<file path="config.mk">
export PLATFORM = sky130hd
export DESIGN_NAME = pattern_generator
export DESIGN_NICKNAME = d
export VERILOG_FILES = /design/src/rtl/pattern_generator.sv
export SDC_FILE = /design/constraint.sdc
export NUM_CORES = 1
export LEC_CHECK = 0
export CAP_MARGIN = 20
export CORE_AREA = 2 2 102 104
export CTS_BUF_LIST = sky130_fd_sc_hd__clkbuf_2 sky130_fd_sc_hd__clkbuf_4 sky130_fd_sc_hd__clkbuf_8
export DETAILED_ROUTE_END_ITERATION = 12
export DIE_AREA = 0 0 104 106
export MAX_ROUTING_LAYER = met4
export PLACE_DENSITY = 0.55
export SLEW_MARGIN = 20
export SYNTH_ARGS = -nofsm -noshare
export SYNTH_HDL_FRONTEND = slang
export SYNTH_SLANG_ARGS = --single-unit
</file>
<file path="constraint.sdc">
create_clock -name clk -period 2.2 [get_ports clk]
set_input_delay 0.44 -clock clk [delete_from_list [all_inputs] [get_ports clk]]
set_output_delay 0.44 -clock clk [all_outputs]
set_load 0.005 [all_outputs]
</file>
<file path="src/rtl/pattern_generator.sv">
// Serial "0110" pattern transmitter: sends num_pat back-to-back patterns with
// gap zero-filler bits between them, ending every job with a one-cycle done pulse.
module pattern_generator #(
  parameter int CNT_W = 16,
  parameter int GAP_W = 4
) (
  input  logic             clk,
  input  logic             srst_n,
  input  logic             start,
  input  logic [CNT_W-1:0] num_pat,
  input  logic [GAP_W-1:0] gap,
  input  logic             abort,
  output logic             dout,
  output logic             busy,
  output logic             done,
  output logic [CNT_W-1:0] sent
);

  typedef enum logic [2:0] {
    IDLE, BIT0, BIT1, BIT2, BIT3, GAP, FIN
  } state_e;

  state_e           state_q, state_d;
  logic [CNT_W-1:0] rem_q, rem_d;        // patterns still to send after the current one
  logic [GAP_W-1:0] gap_lat_q, gap_lat_d;
  logic [GAP_W-1:0] gap_cnt_q, gap_cnt_d;
  logic [CNT_W-1:0] sent_q, sent_d;
  logic             abort_pend_q, abort_pend_d;
  logic             dout_q, dout_d;

  // NOTE: sequential state uses non-blocking assignments so every flop samples
  // pre-edge values regardless of process ordering.
  always_ff @(posedge clk or negedge srst_n) begin
    if (!srst_n) begin
      state_q      <= IDLE;
      rem_q        <= '0;
      gap_lat_q    <= '0;
      gap_cnt_q    <= '0;
      sent_q       <= '0;
      abort_pend_q <= 1'b0;
      dout_q       <= 1'b0;
    end else begin
      state_q      <= state_d;
      rem_q        <= rem_d;
      gap_lat_q    <= gap_lat_d;
      gap_cnt_q    <= gap_cnt_d;
      sent_q       <= sent_d;
      abort_pend_q <= abort_pend_d;
      dout_q       <= dout_d;
    end
  end

  // NOTE: every variable gets a hold default before the case so no path
  // leaves it unassigned and no latch is inferred.
  always_comb begin
    state_d      = state_q;
    rem_d        = rem_q;
    gap_lat_d    = gap_lat_q;
    gap_cnt_d    = gap_cnt_q;
    sent_d       = sent_q;
    abort_pend_d = abort_pend_q;
    unique case (state_q)
      IDLE: begin
        if (start) begin
          gap_lat_d    = gap;
          sent_d       = '0;
          abort_pend_d = 1'b0;
          if (num_pat == '0) begin
            rem_d   = '0;
            state_d = FIN;
          end else begin
            rem_d   = num_pat - CNT_W'(1);
            state_d = BIT0;
          end
        end
      end
      BIT0, BIT1, BIT2: begin
        // An abort here is only remembered; cutting the pattern short would
        // leave a "011" that the receiver counts as a spurious match.
        if (abort) abort_pend_d = 1'b1;
        state_d = state_e'(state_q + 3'd1);
      end
      BIT3: begin
        if (sent_q != '1) sent_d = sent_q + CNT_W'(1);
        if (rem_q == '0 || abort || abort_pend_q) begin
          state_d = FIN;
        end else begin
          rem_d = rem_q - CNT_W'(1);
          if (gap_lat_q == '0) begin
            state_d = BIT0;
          end else begin
            gap_cnt_d = gap_lat_q - GAP_W'(1);
            state_d   = GAP;
          end
        end
      end
      GAP: begin
        if (abort)                  state_d = FIN;
        else if (gap_cnt_q == '0)   state_d = BIT0;
        else                        gap_cnt_d = gap_cnt_q - GAP_W'(1);
      end
      FIN:     state_d = IDLE;
      default: state_d = IDLE;
    endcase
  end

  // dout is registered from the next state so it lines up with state_q.
  always_comb begin
    dout_d = (state_d == BIT1) || (state_d == BIT2);
    busy   = (state_q == BIT0) || (state_q == BIT1) || (state_q == BIT2) ||
             (state_q == BIT3) || (state_q == GAP);
    done   = (state_q == FIN);
  end

  assign dout = dout_q;
  assign sent = sent_q;

endmodule

</file>
# Yosys cells after proc, flatten, opt, wreduce, memory -nomap -nowiden
# Index checks and enable logic that the tools add are counted.
[classes] n_reduce_logical=21 mux=22 n_addsub=6 eq_ne=16
[ops] cell="16-bit 2-to-1 mux" n=5
[ops] cell="16-bit case mux with 2 select lines" n=2
[ops] cell="16-bit zero test" n=2
[ops] cell="16-bit by 1-bit subtractor with 16-bit output, second input constant" n=2
[ops] cell="3-bit 2-to-1 mux" n=6
[ops] cell="16-bit by 1-bit adder with 16-bit output, second input constant" n=1
[ops] cell="4-bit 2-to-1 mux" n=4
[ops] cell="16-bit != test, second input constant" n=1
[ops] cell="2-bit != test, second input constant" n=7
[ops] cell="3-bit by 2-bit equality test with 1-bit output, second input constant" n=4
[ops] cell="3-bit case mux with 4 select lines" n=1
[ops] cell="3-bit equality test, second input constant" n=3
[ops] cell="3-bit AND reduction" n=3
[ops] cell="4-bit zero test" n=2
[ops] cell="4-bit case mux with 2 select lines" n=1
[ops] cell="4-bit by 1-bit subtractor with 4-bit output, second input constant" n=2
[ops] cell="1-bit logical OR" n=7
[ops] cell="2-bit nonzero test" n=3
[ops] cell="5-bit AND reduction" n=1
[ops] cell="3-bit by 1-bit adder with 3-bit output, second input constant" n=1
[ops] cell="3-bit by 1-bit equality test with 1-bit output, second input constant" n=1
[ops] cell="3-bit zero test" n=1
[ops] cell="3-bit OR reduction" n=1
[ops] cell="1-bit 2-to-1 mux" n=2
[ops] cell="2 further kinds" n=2
[word_totals] ff_bits=45 word_cells=72 inputBits=24 out_inout_bits=19

# Longest topological paths before layout
[logic_depth] word_depth=7 depth_mapped=10 ltp_nobuf=8

# Worst setup path after synthesis
# Ideal clock, no wire load.
[synth_path] path_kind="register -> output" startpoint="register state_q[0]" endpoint="output busy" arrival_ns=1.704 path_slack_ns=0.056 required_time_ns=1.760 path_stages_with_launch=8 cell_sequence="dfrtp_1 inv_1 ha_1 clkbuf_1 nand2_1 clkbuf_1 buf_1 nand3_1"
[synth_between] elab_chain_len=5 word_cells_on_any_way=9
[synth_lines] element="from (decl)" line_no="23" text="state_e state_q, state_d;"
[synth_lines] element="from (signal assigned)" line_no="43" text="state_q <= state_d;"
[synth_lines] element="3-bit by 1-bit equality test with 1-bit output or 3-bit by 2-bit equality test with 1-bit output (tied branches)" line_no="110" text="busy = (state_q == BIT0) || (state_q == BIT1) || (state_q == BIT2) ||"
[synth_lines] element="1-bit logical OR (3 in a row)" line_no="110"
[synth_lines] element="1-bit logical OR *" line_no="111" text="(state_q == BIT3) || (state_q == GAP);"
[synth_lines] element="to (decl)" line_no="14" text="output logic busy,"
# Every way passes the cells marked *; elsewhere a longest branch is shown, timed or not.

# Worst setup path in the final report
[layout_path] startpoint="input num_pat[10]" endpoint="register rem_q[12]"
[layout_between] elab_chain_len=4 word_cells_on_any_way=5
[layout_lines] element="from (decl)" line_no="10" text="input logic [CNT_W-1:0] num_pat,"
[layout_lines] element="16-bit by 1-bit subtractor with 16-bit output or 16-bit zero test (tied branches)" line_no="72, 68"
[layout_lines] element="16-bit 2-to-1 mux *" line_no="68" text="if (num_pat == '0) begin"
[layout_lines] element="16-bit 2-to-1 mux *" line_no="64" text="if (start) begin"
[layout_lines] element="16-bit case mux with 2 select lines *" line_no="62" text="unique case (state_q)"
[layout_lines] element="to (signal assigned)" line_no="44" text="rem_q <= rem_d;"
[layout_lines] element="to (decl)" line_no="24" text="logic [CNT_W-1:0] rem_q, rem_d;"
# Every way passes the cells marked *; elsewhere a longest branch is shown, timed or not. The select of a mux whose other input is x is not followed.
# A chain may end at the register's enable or synchronous reset.

==> metrics.yaml <==
run_status: "complete, no violations"
netlist-cell-type-count: 61
ys_async_sr_fraction_pct: 100.0
maximum_fanout_encountered_on_the_critical_timing_path: 4
detailed_place.area_mm2: 0.003814
met3_length_um: 224
post_drt_wl_per_cell_um: 13.45
grt_max_degree: 46
powerDensity_mw_per_mm2: 1007
final_core_utilization_pct: 40.07
routed_via_density: 5.011
routed_wirelength_um: 7665
worst_setup_path_start_kind: "primary input"
setup_slack_ns: 0.05190
synth.most_common_cell: "dfrtp_1"
final_layout_size_suffix_gt1_share_pct: 20.28
design.core.area_mm2: 0.01000
cts_num_sinks: 45
seq_area_frac_synth_pct: 38.68
signal_arrival_time_at_the_worst_endpoint_ns: 2.35
top_metal_used: "met4"
final_antenna_violating_net_count: 0
areaGrowthSynthToFinish_pct: 37.60
timing.setup.tns_ns: 0
grt_antenna_before_repair: 0
cts_tree: "done"
stdcell_area_mm2: 0.004006
crit_buf_inv: 1
synth_top_cells_by_count: "45 x dfrtp_1, 44 x nor2_1, 42 x nand2_1"
cp_top_family: "simple AND/OR/NAND/NOR gates"
first_global_vias: 2885
rsz_0062_raised_after_global_routing: "false"
first_pass_grt_wire_length_um: 13370
cpPeakStageDelay_ns: 0.53
hold_path_class: "in2async"
met2WireLength_um: 3647
io_pins: 43
hpwl_reported_at_the_end_of_detailed_placement_um: 5725
finalMaxSlewViolations: 0
detail_route.iter0.violations: 177
die_area_mm2: 0.01102
worst_ir_drop_vdd_uv: 318.4
detail_route.drc_violations: 0
finalCriticalPeriod_ns: 2.148
slowest_stage: "or4_4"
n_antenna_cell: 0
synth_cells: 340
synth_net_count: 373
clock_skew_ns: 0.009983
synthesis.area_mm2: 0.002912
fp.dieH_um: 106
wirelength_met1_um: 3695
fin_total_pwr_mw: 4.034
post_synth_main_area_contributors: "dfrtp_1 39%, nor2_1 5.7%, nand2_1 5.4%"
drv_cap: 0
synth_enable_flop_cells: 0
gp_routability_congestion: 0.8367
synth_top_cell_by_area: "dfrtp_1"
drt_first_pass_iters: 5
routed-via-count: 2856
crit_path_cell_trace: "clkdlybuf4s50_1 > or4_4 > or3_4 > o21ai_4 > nor2_1 > a311o_1"
ys.flop_type: "dfrtp_1"
hold_buffers: 0
count_of_endpoints_failing_hold_in_the_final_timing_report: 0
path_class: "in2reg"
synth_top_area_share_pct: 38.68
end_kind: "flop"
grt_overflow: 0
synthesis.yosys.warnings: 0
pre_cts_ws_ns: -0.3321
grt_usage_pct: 14.97
clk_pin_slew_worst_paths_ns: 0.09
rows: 37
clk_lat_worst_skew_ns: 0.30
cts-root-to-sink-buffers: 2
ctsHtreeMaxLevel: 2
leakagePower_nw: 1.707
placement.io_buffers: 42
max_freq_mhz: 465.5
synth.avg_cell_area_um2: 8.563
postSynthRegisterBits: 45
filler_cell_count: 1067
cp.required_ns: 2.40
cts-root-buf: "clkbuf_8"
period_share_pct: 97.64
tightest_slew_ns: 0.5981
cts_buffers: 5
max-slew-margin-rel_pct: 60.13
fp.dieW_um: 104
setup_viol: 0
final_nets: 466
initial_core_util_pct: 29.12
-- worst paths after layout --
path,depth (start not counted),startpoint,slack [ns],to
max in group asynchronous,2,srst_n,1.56,sent[10]$_DFFE_PN0P_
worst max-delay path,6,num_pat[10],0.05,rem_q[12]$_DFFE_PN0P_
min in group clk,2,gap_lat_q[1]$_DFFE_PN0P_,0.50,gap_lat_q[1]$_DFFE_PN0P_
worst max register to register,7,state_q[1]$_DFF_PN0_,0.10,gap_cnt_q[2]$_DFFE_PN0P_
worst min-delay path,2,srst_n,0.21,rem_q[15]$_DFFE_PN0P_
worst min register to register,2,gap_lat_q[1]$_DFFE_PN0P_,0.50,gap_lat_q[1]$_DFFE_PN0P_
-- final cells by class --
class                           count  area (um^2)  share of cell area (%)
Clock buffer                        8        91.34                   2.280
Inverter                           13        48.80                   1.218
Multi-Input combinational cell    272         1748                   43.63
Sequential cell                    45         1126                   28.11
Tap cell                          136        170.2                   4.247
Timing Repair Buffer               96        822.0                   20.52
-- metrics by stage --
step	hold slack (ns)	instances
after floorplan	0.1444	340
after global placement	0.4917	555
after detailed placement	0.4907	555
after CTS	0.2409	565
after global routing	0.2820	570
final	0.2085	570
-- power breakdown --
group / switching, mW / internal (mW) / total, mW
Sequential: 0.285 / 1.12 / 1.40
Clock: 0.284 / 0.263 / 0.548
Combinational: 1.08 / 1.00 / 2.08
Total: 1.65 / 2.38 / 4.03
-- layer usage --
| metal | GRT usage, % | vias to the layer above |
|---|---|---|
| met5 | - | - |
| met4 | 4.730 | 0 |
| met3 | 2.391 | 10 |
| met2 | 25.09 | 46 |
| met1 | 18.63 | 1377 |
| li1 | - | 1423 |
-- cell families after synthesis --
| logic type | Yosys count | synth area share, % |
|---|---|---|
| simple gates | 151 | 25.23 |
| fa+ha+maj | 9 | 3.868 |
| xor+xnor | 21 | 6.317 |
| buf+inv | 24 | 3.180 |
| mux | 5 | 1.762 |
| compound gates | 85 | 20.97 |
| flops | 45 | 38.68 |
-- worst register-to-register path, stage by stage (launching register included) --
cell and delay [ns]:
dfrtp_1 0.43, inv_1 0.11, ha_1 0.23, and2_1 0.34, o21ai_0 0.12, a211o_2 0.37
o21bai_1 0.17, a221oi_1 0.23
-- cells in the final DEF, fill, tap and decap left out, drive strengths merged, types with 3 or more instances in the layout --
cell type / Yosys / final
o211ai: 5 / 5
a21oi: 17 / 17
inv: 13 / 13
xor2: 16 / 16
or3: 4 / 4
and3: 6 / 6
nor2: 46 / 47
mux2i: 4 / 4
o22ai: 3 / 3
buf: 3 / 55
nand2: 42 / 42
xnor2: 5 / 5
nor4: 7 / 7
and2: 4 / 4
nand3b: 3 / 3
dfrtp: 45 / 45
ha: 9 / 9
nand3: 17 / 17
o21ai: 29 / 29
clkbuf: 8 / 8
nor3: 6 / 6
nand4: 6 / 6
or4: 4 / 4
clkdlybuf4s50: 0 / 39
-- registers in the layout (all words and copies together) (netlist names) --
name,count
rem_q,16
sent,16
gap_cnt_q,4
gap_lat_q,4
state_q,3
abort_pend_q,1
dout,1
-- what timing repair did --
| action | CTS | global route |
|---|---|---|
| endpoints found under the setup margin | 6 | 13 |
| gates resized for setup | 2 | 16 |
| hold endpoints to repair | 0 | 0 |
| cloned | 0 | 1 |
| buffers inserted | 2 | 4 |
| pin swaps | 1 | 6 |
(Power assumes the default switching activity.)
